$ cat config.mk
export PLATFORM = sky130hd
export DESIGN_NAME = bitonic_16_drain
export DESIGN_NICKNAME = d
export VERILOG_FILES = /design/src/rtl/sorter_pkg.sv /design/src/rtl/bitonic_drain_sel.sv /design/src/rtl/bitonic_16_drain.sv
export SDC_FILE = /design/constraint.sdc
export NUM_CORES = 1
export LEC_CHECK = 0
export CORE_AREA = 10 10 135 186
export CTS_CLUSTER_DIAMETER = 150
export DETAILED_ROUTE_END_ITERATION = 8
export DIE_AREA = 0 0 145 196
export GPL_TIMING_DRIVEN = 1
export PLACE_DENSITY = 0.75
export SLEW_MARGIN = 20
export SYNTH_ARGS = -nofsm -noshare
export SYNTH_HDL_FRONTEND = slang
export SYNTH_SLANG_ARGS = --single-unit
$ cat constraint.sdc
create_clock -name clk_i -period 10.7 [get_ports clk_i]
set_input_delay 2.14 -clock clk_i [delete_from_list [all_inputs] [get_ports clk_i]]
set_output_delay 2.14 -clock clk_i [all_outputs]
set_load 0.01 [all_outputs]
$ cat src/rtl/sorter_pkg.sv
// rtl/sorter_pkg.sv - shared sorter types: drain slot record and drain FSM states
package sorter_pkg;

    localparam int SORT_DATAWIDTH  = 8;
    localparam int SORT_DATALENGTH = 16;
    localparam int SORT_KW         = $clog2(SORT_DATALENGTH + 1);

    typedef enum logic {
        IDLE   = 1'b0,
        STREAM = 1'b1
    } drain_state_e;

    typedef struct packed {
        logic [SORT_DATALENGTH-1:0][SORT_DATAWIDTH-1:0] data;
        logic                                           desc;
        logic [SORT_KW-1:0]                             k;
    } drain_slot_t;

endpackage

$ cat src/rtl/bitonic_drain_sel.sv
// rtl/bitonic_drain_sel.sv - picks the element of a sorted vector holding a given rank
module bitonic_drain_sel
    import sorter_pkg::*;
#(
    parameter int DATAWIDTH  = SORT_DATAWIDTH,
    parameter int DATALENGTH = SORT_DATALENGTH,
    parameter int IW         = $clog2(DATALENGTH)
) (
    input  logic [DATALENGTH-1:0][DATAWIDTH-1:0] data_i,
    input  logic [IW-1:0]                        rank_i,
    input  logic                                 desc_i,
    output logic [DATAWIDTH-1:0]                 data_o
);

    logic [IW-1:0] idx;

    // DATALENGTH is a power of two, so DATALENGTH-1-rank is just ~rank.
    always_comb begin
        idx    = desc_i ? rank_i : ~rank_i;
        data_o = data_i[idx];
    end

endmodule

$ cat src/rtl/bitonic_16_drain.sv
// rtl/bitonic_16_drain.sv - ping-pong buffer that streams top-k of sorted vectors, largest first
module bitonic_16_drain
    import sorter_pkg::*;
#(
    parameter int DATAWIDTH  = SORT_DATAWIDTH,
    parameter int DATALENGTH = SORT_DATALENGTH,
    parameter int KW         = $clog2(DATALENGTH + 1)
) (
    input  logic                 clk_i,
    input  logic                 rst_i,
    input  logic                 in_valid_i,
    output logic                 in_ready_o,
    input  logic [DATAWIDTH-1:0] in_data_i [DATALENGTH],
    input  logic                 in_desc_i,
    input  logic [KW-1:0]        in_k_i,
    output logic                 out_valid_o,
    input  logic                 out_ready_i,
    output logic [DATAWIDTH-1:0] out_data_o,
    output logic [KW-1:0]        out_rank_o,
    output logic                 out_last_o,
    output logic                 overflow_o,
    output logic                 busy_o
);

    localparam int IW = $clog2(DATALENGTH);

    drain_state_e   state_q, state_d;
    logic [KW-1:0]  rank_q, rank_d;
    logic           wr_ptr_q, rd_ptr_q;
    logic [1:0]     vld_q, vld_d;
    logic           overflow_q;
    drain_slot_t    slot_q [2];
    drain_slot_t    wr_slot;
    drain_slot_t    head;
    logic           accept, fire, free, last;
    logic [DATAWIDTH-1:0] sel_data;

    always_comb begin
        wr_slot      = '0;
        for (int i = 0; i < DATALENGTH; i++) begin
            wr_slot.data[i] = in_data_i[i];
        end
        wr_slot.desc = in_desc_i;
        wr_slot.k    = (in_k_i > KW'(DATALENGTH)) ? KW'(DATALENGTH) : in_k_i;
    end

    assign head        = slot_q[rd_ptr_q];
    assign in_ready_o  = ~&vld_q;
    assign busy_o      = |vld_q;
    assign overflow_o  = overflow_q;
    assign out_valid_o = (state_q == STREAM);
    assign accept      = in_valid_i && in_ready_o;
    assign fire        = out_valid_o && out_ready_i;
    assign last        = out_valid_o && (rank_q == head.k - KW'(1));
    assign out_last_o  = last;
    assign out_rank_o  = out_valid_o ? rank_q : '0;
    assign out_data_o  = out_valid_o ? sel_data : '0;

    bitonic_drain_sel #(
        .DATAWIDTH  (DATAWIDTH),
        .DATALENGTH (DATALENGTH),
        .IW         (IW)
    ) u_sel (
        .data_i (head.data),
        .rank_i (rank_q[IW-1:0]),
        .desc_i (head.desc),
        .data_o (sel_data)
    );

    always_comb begin
        state_d = state_q;
        rank_d  = rank_q;
        free    = 1'b0;
        case (state_q)
            IDLE: begin
                if (vld_q[rd_ptr_q]) begin
                    if (head.k != '0) begin
                        state_d = STREAM;
                        rank_d  = '0;
                    end else begin
                        free = 1'b1;
                    end
                end else if (accept && wr_slot.k != '0) begin
                    // Empty store: the write lands at rd_ptr, so start streaming on the same edge.
                    state_d = STREAM;
                    rank_d  = '0;
                end
            end
            STREAM: begin
                if (fire) begin
                    rank_d = rank_q + KW'(1);
                    if (last) begin
                        free = 1'b1;
                        if (vld_q[~rd_ptr_q] && slot_q[~rd_ptr_q].k != '0) begin
                            rank_d = '0;
                        end else begin
                            state_d = IDLE;
                        end
                    end
                end
            end
            default: state_d = IDLE;
        endcase
    end

    always_comb begin
        vld_d = vld_q;
        if (free) begin
            vld_d[rd_ptr_q] = 1'b0;
        end
        if (accept) begin
            vld_d[wr_ptr_q] = 1'b1;
        end
    end

    always_ff @(posedge clk_i) begin
        if (rst_i) begin
            state_q    <= IDLE;
            rank_q     <= '0;
            wr_ptr_q   <= 1'b0;
            rd_ptr_q   <= 1'b0;
            vld_q      <= '0;
            overflow_q <= 1'b0;
        end else begin
            state_q  <= state_d;
            rank_q   <= rank_d;
            vld_q    <= vld_d;
            if (accept) begin
                wr_ptr_q <= ~wr_ptr_q;
            end
            if (free) begin
                rd_ptr_q <= ~rd_ptr_q;
            end
            if (in_valid_i && !in_ready_o) begin
                overflow_q <= 1'b1;
            end
        end
    end

    always_ff @(posedge clk_i) begin
        if (accept) begin
            slot_q[wr_ptr_q] <= wr_slot;
        end
    end

endmodule

==> reports/metrics.cfg, run 1 <==
[logic_synthesis]
syn_area_mm2 = 0.01171
synth_area_leader_cell = edfxtp_1
ys.flop_type = edfxtp_1
synth_enable_flop_cells = 268
yosysWarnings = 0
ys_ff_latch = 280
synth_area_per_cell_um2 = 16.24
syn_nets = 861
synth_top_area_share_pct = 68.74
ys_types = 46
synth_seq_area_share_pct = 70.79
synthArstFlopShare_pct = 0
syn_inst = 721
yosys-top-cells-area = edfxtp_1 69%, mux2i_1 7.0%, mux2_2 5.8%

[clock_network]
clockRootBuffer = clkbuf_16
cts_max_level = 1
clockBufferDepth = 3
cts_tree = done
cts_setup_buffers = 0
cts.hold.buffers_added = 0
numCtsBuffers = 26
ctsResizeCount = 0
cts_num_sinks = 280
clk_pin_slew_worst_paths_ps = 60
worst_skew_pair.late_latency_ps = 520

[setup_path]
cp_slowest_cell = buf_4
slowest_delay_ps = 760
worstPathCellList = buf_4 -> mux2i_1 -> ha_1 -> xor2_1 -> xnor2_1 -> a21oi_1 -> nand3_1 -> inv_1 -> clkdlybuf4s50_1
reg2reg_depth = 9
reg2reg_to = rank_q[3]
endpoint_kind = output port
start_kind = register
path_max_fanout = 82
rrSetupSlack_ps = 7170
worstSetupPathType = register to output port
cp.required_ps = 8560
arrival_ps = 4000

[floorplan]
die-height_um = 196
die_area_mm2 = 0.02842
ios = 156
dieWidth_um = 145
rows = 64
core_area_mm2 = 0.02170
initial_utilization_pct = 53.95

[pwr]
ir_worst_vdd_mv = 0.1493
p_int_mw = 2.015
power_frac_seq_pct = 51.5
power_frac_comb_pct = 14.0
p_switching_mw = 0.6159
swShare_pct = 23.41
pwr-share-clk_pct = 34.5
p_leak_nw = 4.794
p_total_mw = 2.631
p_per_area_mw_per_mm2 = 183.4

[route]
antenna_left = 0
viasPerCell = 5.681
vias = 6732
first_iter_violations = 547
drc = 0
drt-total-wl_um = 27630
wl_per_cell_um = 23.32
detail_route.first_pass.iterations = 7

[final_layout]
multi_input_area_mm2 = 0.003214
areaGrowthSynthToFinish_pct = 22.55
fin_util_pct = 66.12
diodes = 0
register_area_mm2 = 0.008292
final_cell_area_mm2 = 0.01435
final_layout_size_suffix_gt1_share_pct = 13.51
layout.nets = 1010
stdcell_count = 1185
fill_cells = 1503

[placement]
gp_congestion = 0.9377
pre_cts_ws_ps = 5135
dp.cells = 1139
place_hpwl_um = 18880
placed_area_mm2 = 0.01350
io_buffers = 155

[sta]
fin_worst_skew_ps = 15.20
fin_hold_ws_ps = 482.9
drv_slew = 0
setup_tns_ps = 0
worst_pin_slew_ps = 1114
slew-limit-headroom_pct = 25.71
setup_viol = 0
period_needed_ps = 6142
hold_violations = 0
fin_crit_sh_pct = 57.40
rsz0062_at_grt = false
worst_slack_ps = 4558
timing.fmax_mhz = 162.8

[grt]
grt_antenna_before_repair = 0
grt_max_degree = 90
grt_overflow = 0
grt_pass1_wl_um = 42230
track_usage_pct = 18.95
grt_pass1_vias = 7357

[worst_hold_path]
min_to = overflow_o
hp-class = register to register
hold_depth = 2
hold_start = overflow_o

[status]
status = finished clean

[flow_run]
max_cap_viol_count = 0

state kept, by name, summed over array words and instances (netlist names), named ones only:
| name | cells |
|---|---|
| out_valid_o | 1 |
| overflow_o | 1 |
| rank_q | 5 |
| wr_ptr_q | 1 |
| rd_ptr_q | 1 |
| slot_q | 268 |
| vld_q | 2 |
metal layers:
| metal | track usage, % | wire length, um | part of all wire (%) |
|---|---|---|---|
| met2 | 35.72 | 15350 | 56 |
| met3 | 3.409 | 1346 | 4.9 |
| met5 | 0 | 0 | 0 |
| met1 | 20.85 | 10090 | 37 |
| met4 | 6.485 | 847 | 3.1 |
cell usage after synthesis (all sizes together), types with 3 or more instances:
| cell type | n |
|---|---|
| a21oi | 5 |
| nor2b | 4 |
| xor2 | 6 |
| inv | 8 |
| mux2i | 85 |
| mux4 | 4 |
| o2bb2ai | 4 |
| a41o | 15 |
| o21ai | 4 |
| nor2 | 11 |
| nand4 | 3 |
| and2 | 6 |
| xnor2 | 6 |
| nand2 | 74 |
| nor3 | 5 |
| mux2 | 60 |
| nand2b | 7 |
| clkbuf | 16 |
| dfxtp | 12 |
| or4 | 3 |
| edfxtp | 268 |
| o211ai | 63 |
| buf | 24 |
| nand3 | 4 |
cells by family (layout without fill, tap and decap cells):
family | Yosys count | count (layout) | share of synthesized area [%]
flops | 280 | 280 | 70.79
mux | 149 | 149 | 14.13
simple gates | 126 | 126 | 4.916
compound gates | 104 | 104 | 6.968
buf+inv | 48 | 215 | 2.020
xor+xnor | 12 | 12 | 0.9619
fa+ha+maj | 2 | 2 | 0.2137
placed cells by master, fill, tap and decap left out, drive strengths merged, types with 3 or more instances in the layout:
cell           netlist  routed
edfxtp             268     268
clkdlybuf4s50        0     155
mux2i               85      85
nand2               74      74
o211ai              63      63
mux2                60      60
clkbuf              16      29
a41o                15      15
clkinv               0      13
dfxtp               12      12
nor2                11      11
inv                  8       8
nand2b               7       7
xor2                 6       6
and2                 6       6
buf                 24       6
xnor2                6       6
nor3                 5       5
a21oi                5       5
nand3                4       4
nor2b                4       4
mux4                 4       4
o2bb2ai              4       4
o21ai                4       4
or4                  3       3
nand4                3       3
bufinv               0       3
how the worst max path moves through the flow:
stage | start | endpoint | slack (ps) | cells past startpoint
final | register | out_last_o | 4560 | 9
after global routing | register | out_last_o | 4260 | 9
after CTS | register | out_last_o | 4580 | 9
after detailed placement | register | out_last_o | 5140 | 9
after global placement | register | out_last_o | 5190 | 9
after floorplan | in_valid_i | slot_q[0][0] | 2260 | 2
power groups by stage:
stage / sequential [mW] / clock, mW / combinational, mW
after floorplan: 1.38 / 0 / 0.225
final: 1.36 / 0.909 / 0.367
after global placement: 1.37 / 0 / 0.361
after detailed placement: 1.38 / 0 / 0.369
after global routing: 1.36 / 0.967 / 0.393
after CTS: 1.36 / 0.920 / 0.371
worst max-delay path, delay by kind of cell (launching register included):
family / cells / cell delay [ps]
mux: 1 / 380
xor+xnor: 2 / 280
flops: 1 / 740
buf+inv: 3 / 1370
fa+ha+maj: 1 / 260
simple gates: 1 / 150
compound gates: 1 / 220
final cells by class:
class | count | share of cell area [%]
inverters | 8 | 0.2093
multi-input cells | 393 | 22.40
well taps | 297 | 2.590
clock inverters | 17 | 1.090
clock buffers | 29 | 4.761
flip-flops and latches | 280 | 57.79
repair buffers | 161 | 11.15
Power figures use the tool's default switching activity.
==> run 2, diff against run 1 <==
clock period = 6.1 ns   (was 10.7 ns; I/O delays follow)
==> run 2 against run 1 <==
Against the previous run:
- final cell count rose by 0.59%
- global-route usage rose by 0.82 points
- utilization fell by 0.058 points
- flip-flop and latch count did not move
- worst hold slack got worse by 6.4 ps
- routed wire length rose by 4.8%
- critical path depth fell by 2
==> reports/metrics.cfg, run 2 (same netlist as run 1, synthesis figures left out) <==
[sta]
slew-limit-headroom_pct = 36.37  ; +11 points
hold_violations = 0  ; unchanged
timing.fmax_mhz = 199.0
setup_viol = 0  ; unchanged
setup_tns_ps = 0  ; unchanged
period_needed_ps = 5025
fin_worst_skew_ps = 7.572  ; -7.631 ps
worst_pin_slew_ps = 954.4  ; -160.0 ps
drv_slew = 0  ; unchanged
rsz0062_at_grt = false
fin_crit_sh_pct = 82.38
fin_hold_ws_ps = 476.5  ; -6.402 ps

[pwr]
p_int_mw = 3.459  ; +72%
pwr-share-clk_pct = 33.5  ; -1.0 points
swShare_pct = 24.24  ; +0.83 points
p_leak_nw = 4.792  ; about the same
p_per_area_mw_per_mm2 = 318.5  ; +74%
power_frac_seq_pct = 52.0  ; +0.5 points
ir_worst_vdd_mv = 0.2239  ; +50%
p_switching_mw = 1.107  ; +80%
power_frac_comb_pct = 14.5  ; +0.5 points

[route]
drt-total-wl_um = 28960  ; +4.8%
viasPerCell = 5.792  ; +2.0%
vias = 6904  ; +2.6%
detail_route.first_pass.iterations = 5  ; -2
antenna_left = 0  ; unchanged
first_iter_violations = 512  ; -6.4%
wl_per_cell_um = 24.29  ; +4.2%
drc = 0  ; unchanged

[status]
status = finished clean

[grt]
track_usage_pct = 19.77  ; +0.82 points
grt_max_degree = 97  ; +7.8%
grt_overflow = 0  ; unchanged
grt_pass1_wl_um = 43640  ; +3.3%
grt_antenna_before_repair = 1  ; +1
grt_pass1_vias = 7438  ; +1.1%

[setup_path]
start_kind = register
crit_buf_inv = 1  ; -2
path_max_fanout = 39  ; -52%
crit_end = out_data_o[4]
path_common_cell = mux2i_4
cp.required_ps = 4880  ; -3680 ps
rrSetupSlack_ps = 3500  ; -3670 ps
cp_num_cells = 7  ; -2
cp_slowest_cell = dfxtp_4
slowest_delay_ps = 700  ; -60 ps
critPathTopFamily = multiplexers
endpoint_kind = output port
worstSetupPathType = register to output port
worstPathCellList = mux2i_4 -> or2b_1 -> mux2i_4 -> o211ai_1 -> a41o_1 -> nand2_1 -> clkdlybuf4s50_1
reg2reg_depth = 8  ; -1
reg2reg_to = rank_q[3]
arrival_ps = 3810  ; -190 ps

[final_layout]
top_register = slot_q
final_layout_size_suffix_gt1_share_pct = 13.41  ; -0.11 points
final_cell_mix = 268 x edfxtp_1, 155 x clkdlybuf4s50_1, 82 x mux2i_1, 74 x nand2_1, 63 x o211ai_1
diodes = 0  ; unchanged
largest_reg_flops = 268  ; unchanged
layout.nets = 1015  ; +0.50%
layout_commonest_cell = edfxtp_1
areaGrowthSynthToFinish_pct = 22.44  ; about the same
reg_top3 = slot_q x268, rank_q x5, vld_q x2

[clock_network]
cts_setup_buffers = 0  ; unchanged
cts_max_level = 1  ; unchanged
worst_skew_pair.late_latency_ps = 530  ; about the same
clockBufferDepth = 3  ; unchanged
cts.hold.buffers_added = 0  ; unchanged
cts_num_sinks = 280  ; unchanged
clk_pin_slew_worst_paths_ps = 60  ; about the same
cts_tree = done
ctsResizeCount = 0  ; unchanged
numCtsBuffers = 27  ; +3.8%
clockRootBuffer = clkbuf_16

[floorplan]
ios = 156  ; unchanged
die-height_um = 196  ; unchanged
rows = 64  ; unchanged
core_area_mm2 = 0.02170  ; unchanged
dieWidth_um = 145  ; unchanged
initial_utilization_pct = 53.95  ; unchanged
die_area_mm2 = 0.02842  ; unchanged

[flow_run]
max_cap_viol_count = 0  ; unchanged

[worst_hold_path]
hp-class = register to register
hold_depth = 2  ; unchanged

[placement]
gp_congestion = 0.8206  ; -12%
place_hpwl_um = 19860  ; +5.2%
io_buffers = 155  ; unchanged

==> run 2: cell type report <==
class	count	area, um^2
Fill cell	1509	7366
Clock inverter	18	110.1
Tap cell	297	371.6
Multi-Input combinational cell	393	3214
Inverter	8	30.03
Clock buffer	31	690.7
Timing Repair Buffer	165	1627
Sequential cell	280	8292
==> run 2: worst register-to-register path, delay by kind of cell, from the launching register on <==
family                   cells  cell delay (ps)
flip-flops                   1              700
AO/OA/AOI/OAI                3              590
multiplexers                 1              370
AND/OR/NAND/NOR              1              290
XOR/XNOR                     2              280
adder cells (fa/ha/maj)      1              260
==> run 2: per-stage QoR <==
step	cell area, um^2	utilization (%)	instances	setup WS [ps]	power (mW)
after global placement	13530	62.37	1143	1636	3.057
after global routing	14340	66.06	1192	916.6	4.729
final	14340	66.06	1192	1075	4.566
after detailed placement	13530	62.37	1143	1650	3.078
after floorplan	11710	-	721	856.1	2.797
after CTS	14340	66.06	1192	1064	4.591
==> run 2: worst min-delay path by stage <==
stage	start	to	slack [ps]
final	overflow_o	overflow_o	480
after global routing	overflow_o	overflow_o	520
after CTS	overflow_o	overflow_o	480
after detailed placement	overflow_o	overflow_o	470
after global placement	overflow_o	overflow_o	450
after floorplan	overflow_o	overflow_o	500
==> run 2: power groups by stage <==
stage	registers, mW	clock network [mW]	logic (mW)
2_1_floorplan	2.40	0	0.395
3_3_place_gp	2.40	0	0.653
3_5_place_dp	2.41	0	0.665
4_1_cts	2.37	1.55	0.669
5_1_grt	2.39	1.63	0.706
6_report	2.37	1.53	0.663
==> run 2: per-layer routing <==
layer,wire length (um),global-route usage (%)
met5,11,0
met4,703,6.485
met3,1569,3.547
met2,16090,37.46
met1,10590,21.71
==> run 3, diff against run 2 <==
CORE_AREA = 10 10 141 195   (was 10 10 135 186)
DIE_AREA = 0 0 151 205   (was 0 0 145 196)
PLACE_DENSITY = 0.71   (was 0.75)
clock period = 4.5 ns   (was 6.1 ns; I/O delays follow)
==> run 3 against run 2 <==
Against the previous run:
- utilization decreased by 4.9 points
- cell area increased by 1.6%
- via count decreased by 2.4%
- sequential power increased by 35%
- register-to-register slack got worse by 1400 ps
- routed wire length decreased by 6.7%
- non-clock buffer count increased by 8
- sequential share of layout area decreased by 0.92 points
==> reports/metrics.cfg, run 3 (same netlist as run 1, synthesis figures left out) <==
[sta]
worst_pin_slew_ps = 917.4  ; -36.99 ps
period_needed_ps = 4342
rsz0062_at_grt = false
hold_violations = 0  ; unchanged
fin_hold_ws_ps = 495.2  ; +18.74 ps
fin_crit_sh_pct = 96.50
worst_slack_ps = 157.6  ; -917.4 ps
fin_worst_skew_ps = 17.17  ; +9.595 ps
setup_viol = 0  ; unchanged
slew-limit-headroom_pct = 38.84  ; +2.5 points
drv_slew = 0  ; unchanged
setup_tns_ps = 0  ; unchanged
timing.fmax_mhz = 230.3

[placement]
placed_area_mm2 = 0.01362  ; +0.64%
place_hpwl_um = 18280  ; -7.9%
io_buffers = 155  ; unchanged
pre_cts_ws_ps = 607.0  ; -1043 ps
gp_congestion = 0.8074  ; -1.6%
dp.cells = 1157  ; +1.2%

[pwr]
power_frac_comb_pct = 14.1  ; -0.4 points
p_total_mw = 6.353  ; +39%
p_int_mw = 4.884  ; +41%
p_per_area_mw_per_mm2 = 436.1  ; +37%
pwr-share-clk_pct = 35.3  ; +1.8 points
ir_worst_vdd_mv = 0.3295  ; +47%
p_leak_nw = 4.891  ; +2.1%
swShare_pct = 23.12  ; -1.1 points
p_switching_mw = 1.469  ; +33%
power_frac_seq_pct = 50.5  ; -1.5 points

[floorplan]
die_area_mm2 = 0.03096  ; +8.9%
dieWidth_um = 151  ; +4.1%
core_area_mm2 = 0.02381  ; +9.7%
rows = 67  ; +4.7%
initial_utilization_pct = 49.17  ; -4.8 points
ios = 156  ; unchanged
die-height_um = 205  ; +4.6%

[setup_path]
cp.required_ps = 3600  ; -1280 ps
worstSetupPathType = register to output port
start_kind = register
arrival_ps = 3440  ; -370 ps
path_max_fanout = 60  ; +54%
endpoint_kind = output port

[final_layout]
layout.nets = 1023  ; +0.79%
stdcell_count = 1213  ; +1.8%
final_cell_mix = 268 x edfxtp_1, 155 x clkdlybuf4s50_1, 82 x mux2i_1, 74 x nand2_1, 63 x o211ai_1
layout_commonest_cell = edfxtp_1
largest_reg_flops = 268  ; unchanged
top_register = slot_q
final_layout_size_suffix_gt1_share_pct = 14.40  ; +0.99 points
reg_top3 = slot_q x268, rank_q x5, vld_q x2
diodes = 0  ; unchanged
final_cell_area_mm2 = 0.01457  ; +1.6%
areaGrowthSynthToFinish_pct = 24.43
fin_util_pct = 61.19  ; -4.9 points

[clock_network]
worst_skew_pair.late_latency_ps = 530  ; about the same
cts_max_level = 1  ; unchanged
clockRootBuffer = clkbuf_16
numCtsBuffers = 27  ; unchanged
cts_tree = done
clockBufferDepth = 3  ; unchanged
ctsResizeCount = 0  ; unchanged
clk_pin_slew_worst_paths_ps = 70  ; about the same
cts_num_sinks = 280  ; unchanged

[route]
drc = 0  ; unchanged
wl_per_cell_um = 22.27  ; -8.3%
antenna_left = 0  ; unchanged
drt-total-wl_um = 27010  ; -6.7%
viasPerCell = 5.556  ; -4.1%
first_iter_violations = 429  ; -16%
detail_route.first_pass.iterations = 5  ; unchanged
vias = 6739  ; -2.4%

[worst_hold_path]
hp-class = register to register

[flow_run]
max_cap_viol_count = 0  ; unchanged

[grt]
grt_pass1_vias = 7137  ; -4.0%
grt_pass1_wl_um = 40590  ; -7.0%
track_usage_pct = 17.05  ; -2.7 points
grt_antenna_before_repair = 0  ; -1
grt_max_degree = 136  ; +40%
grt_overflow = 0  ; unchanged

[status]
status = finished clean

## run 3: area by class of cell
type	count	area (um^2)
fillers	1811	9240
flip-flops and latches	280	8292
multi-input cells	393	3214
repair buffers	173	1762
clock buffers	33	698.2
well taps	310	387.9
clock inverters	16	183.9
inverters	8	30.03
## run 3: power by group through the flow
stage / Combinational (mW) / Clock, mW / Sequential [mW]
CTS: 0.900 / 2.28 / 3.21
global route: 0.960 / 2.38 / 3.23
floorplan: 0.536 / 0 / 3.24
global placement: 0.891 / 0 / 3.26
finish: 0.898 / 2.25 / 3.21
detailed placement: 0.895 / 0 / 3.27
## run 3: repair_timing
action                                  in CTS  in global routing
endpoints found under the setup margin       0                  8
endpoints found under the hold margin        0                  0
buffers inserted                             0                  7
hold buffers                                 0                  0
## run 3: worst max-delay path: stages (launching register included)
cell             delay [ps]
edfxtp_1                750
xnor2_2                 200
buf_12                  370
mux2_2                  380
o211ai_1                370
a41o_1                  230
nand2_1                  70
clkdlybuf4s50_1         500
## run 3: path summary, 6_finish.rpt
check	start	end	cells after the start	slack (ps)
max	slot_q[0][5]	out_data_o[0]	7	160
min	overflow_o	overflow_o	2	500
min reg2reg	overflow_o	overflow_o	2	500
max reg2reg	register	rank_q[2]	8	2090
## run 3: layer usage
layer  vias to the layer above  track usage [%]  wire length [um]
met5                         -                0                 0
met4                         0            5.548               756
met3                        44            3.113              1516
met2                       199            31.49             14730
met1                      3339            19.17             10010
li1                       3157                -                 -
==> patch: new RTL, flow settings as in run 3 <==
The package constant `SORT_DATAWIDTH` goes from 8 to 9.
--- a/src/rtl/sorter_pkg.sv
+++ b/src/rtl/sorter_pkg.sv
@@ -3,3 +3,3 @@
 
-    localparam int SORT_DATAWIDTH  = 8;
+    localparam int SORT_DATAWIDTH  = 9;
     localparam int SORT_DATALENGTH = 16;
Interface: changed (resized in_data_i and out_data_o); port bits go from 156 to 173. No check against the original RTL was run, so the function may have changed too.
==> patch against run 3 <==
- power rose by 0.75%
- maximum frequency rose by 1.9%
- die area did not move
- count of clock-buffer cells in the layout rose by 8
- synthesized area rose by 11%
- cell count rose by 7.4%
- routed wire length rose by 16%
- final area rose by 10%
- worst setup slack improved by 80 ps
- sequential cell count rose by 32
- critical endpoint is now out_data_o[8]
==> patch: results (changes against run 3) <==
outcome finished clean; Max IR drop VDD 0.324 mV (-1.8%); number of filler cells placed in the layout 1743 (-3.8%); Post-Syn Instances 793 (+10%); most frequently used flop master after synthesis sky130_fd_sc_hd__edfxtp_1; cells on worst reg2reg path 7 (-1); worst min path class register to register; Critical Path End out_data_o[8]; CTS Buf Count 28 (+3.7%); Met2 Wirelength 16.7 mm (+13%); ranking of synthesized cells by area sky130_fd_sc_hd__edfxtp_1 69%, sky130_fd_sc_hd__mux2i_1 6.9%, sky130_fd_sc_hd__mux2_2 6.1%; Final #Nets 1130 (+10%); detailed router's first-iteration violation count 541 (+26%); antenna viol nets, final 0 (unchanged); Reg2Reg Setup Slack 2100 ps; Final GP Congestion 0.800 (-0.88%); top routing layer in use met4; Post-Route Hold Slack 474 ps (-21.3 ps); final cell count without fillers 1303 (+7.4%); met1 wire length 12.2 mm (+22%); hold path cells 2 (unchanged); largest fanout on the critical path 18 (-70%); largest incremental delay on the critical path 560 ps (-190 ps); Worst setup startpoint slot_q[1][5]; post-detailed-routing wire length 31.3 mm (+16%); met3 wire len 1.75 mm (+15%); proportion of layout cells with a drive suffix above 1 15.6% (+1.2 points); Min-Delay Endpoint overflow_o; family of cells with the greatest summed delay on the critical path buffers and inverters; setup clock skew after layout 9.93 ps (-7.24 ps); Clk pin slew, worst setup/hold paths 60 ps; pin count of the biggest net entering global routing 141 (+3.7%); P_leak 5.38 nW (+10%); share of flip-flops with an asynchronous set or reset after synthesis 0% (unchanged); capturing point of the worst reg2reg path rd_ptr_q; post-detail-place hpwl 22.0 mm (+20%); Critical Path Slowest Stage Cell sky130_fd_sc_hd__clkdlybuf4s50_1; cts repair resizes 0 (unchanged); GRT Resource Usage Total 19.8% (+2.8 points); number of global-route vias before repair 7791 (+9.2%); worst path arrival time 3360 ps (-80 ps); count of flip-flops with a built-in enable after synthesis 300 (+12%); number of distinct library cells after synthesis 50 (+8.7%); actual slew at the worst max-slew pin 823 ps (-94.8 ps); nets in the synthesized netlist 949 (+10%); portion of the post-synthesis area used by sequential elements 71.3% (+0.55 points); registers with the most flip-flops slot_q (300), rank_q (5), vld_q (2); number of port buffers 172 (+11%); most frequent cells after synthesis 300 x sky130_fd_sc_hd__edfxtp_1, 90 x sky130_fd_sc_hd__mux2i_1, 84 x sky130_fd_sc_hd__nand2_1; Skew-Pair Late Insertion Delay 540 ps; deepest clock path buffer count 3 (unchanged); Vias per Instance 5.70 (+2.6%); number of warnings printed during yosys synthesis 0 (unchanged); first-pass GRT wire length 46.4 mm (+14%); Int Power 5.00 mW (+2.5%)
[patch: cell count changes in the layout (fill, tap and decap cells not counted), moves of 5 or more]
cell / change
sky130_fd_sc_hd__edfxtp_1: +32
sky130_fd_sc_hd__clkdlybuf4s50_1: +17
sky130_fd_sc_hd__mux2_2: +10
sky130_fd_sc_hd__nand2_1: +10
sky130_fd_sc_hd__mux2i_1: +8
sky130_fd_sc_hd__o211ai_1: +7
sky130_fd_sc_hd__xor2_1: -5
[patch: per-stage QoR]
step / instance area (um2) / worst slack, ps / utilization, %
finish: 16000 / 238 / 67.4
global placement: 15200 / 793 / 63.8
floorplan: 13000 / 1220 / -
global route: 16000 / 88.0 / 67.4
detailed placement: 15200 / 765 / 63.8
CTS: 16000 / 174 / 67.4
[patch: final cells by class]
| type | count | area (um2) | share of cell area, % |
|---|---|---|---|
| clock buffer | 41 | 801 | 4.99 |
| clock inverter | 8 | 65.1 | 0.405 |
| sequential | 312 | 9250 | 57.7 |
| timing repair buffer | 196 | 2010 | 12.6 |
| multi-input combinational | 426 | 3490 | 21.7 |
| tap | 310 | 388 | 2.42 |
| inverter | 10 | 37.5 | 0.234 |
[patch: metal layers]
metal / vias up / GRT usage (%)
met5: - / 0
met1: 3659 / 24.0
li1: 3482 / -
met2: 248 / 36.0
met3: 39 / 3.18
met4: 0 / 4.82
[patch: kinds of logic (layout without fill, tap and decap cells)]
logic type | after synthesis | count (layout) | synth area share, %
flip-flops | 312 | 312 | 71.3
AND/OR/NAND/NOR | 129 | 129 | 4.56
XOR/XNOR | 11 | 11 | 0.801
buffers and inverters | 55 | 255 | 1.95
multiplexers | 167 | 167 | 14.0
adder cells (fa/ha/maj) | 2 | 2 | 0.193
AO/OA/AOI/OAI | 117 | 117 | 7.11
[patch: worst register-to-register path, cell delays in order, from the launching register on]
cell and delay, ps:
sky130_fd_sc_hd__dfxtp_4 450, sky130_fd_sc_hd__mux2i_1 340, sky130_fd_sc_hd__ha_1 260, sky130_fd_sc_hd__o21ai_0 120, sky130_fd_sc_hd__xnor2_1 330, sky130_fd_sc_hd__nor3_2 110, sky130_fd_sc_hd__a32oi_2 310, sky130_fd_sc_hd__mux2_2 370
[patch: power groups by stage]
| stage | logic (mW) | clock network, mW | registers, mW |
|---|---|---|---|
| 2_1_floorplan | 0.388 | 0 | 3.46 |
| 3_3_place_gp | 0.719 | 0 | 3.47 |
| 3_5_place_dp | 0.728 | 0 | 3.47 |
| 4_1_cts | 0.734 | 2.29 | 3.41 |
| 5_1_grt | 0.776 | 2.42 | 3.42 |
| 6_report | 0.727 | 2.26 | 3.41 |
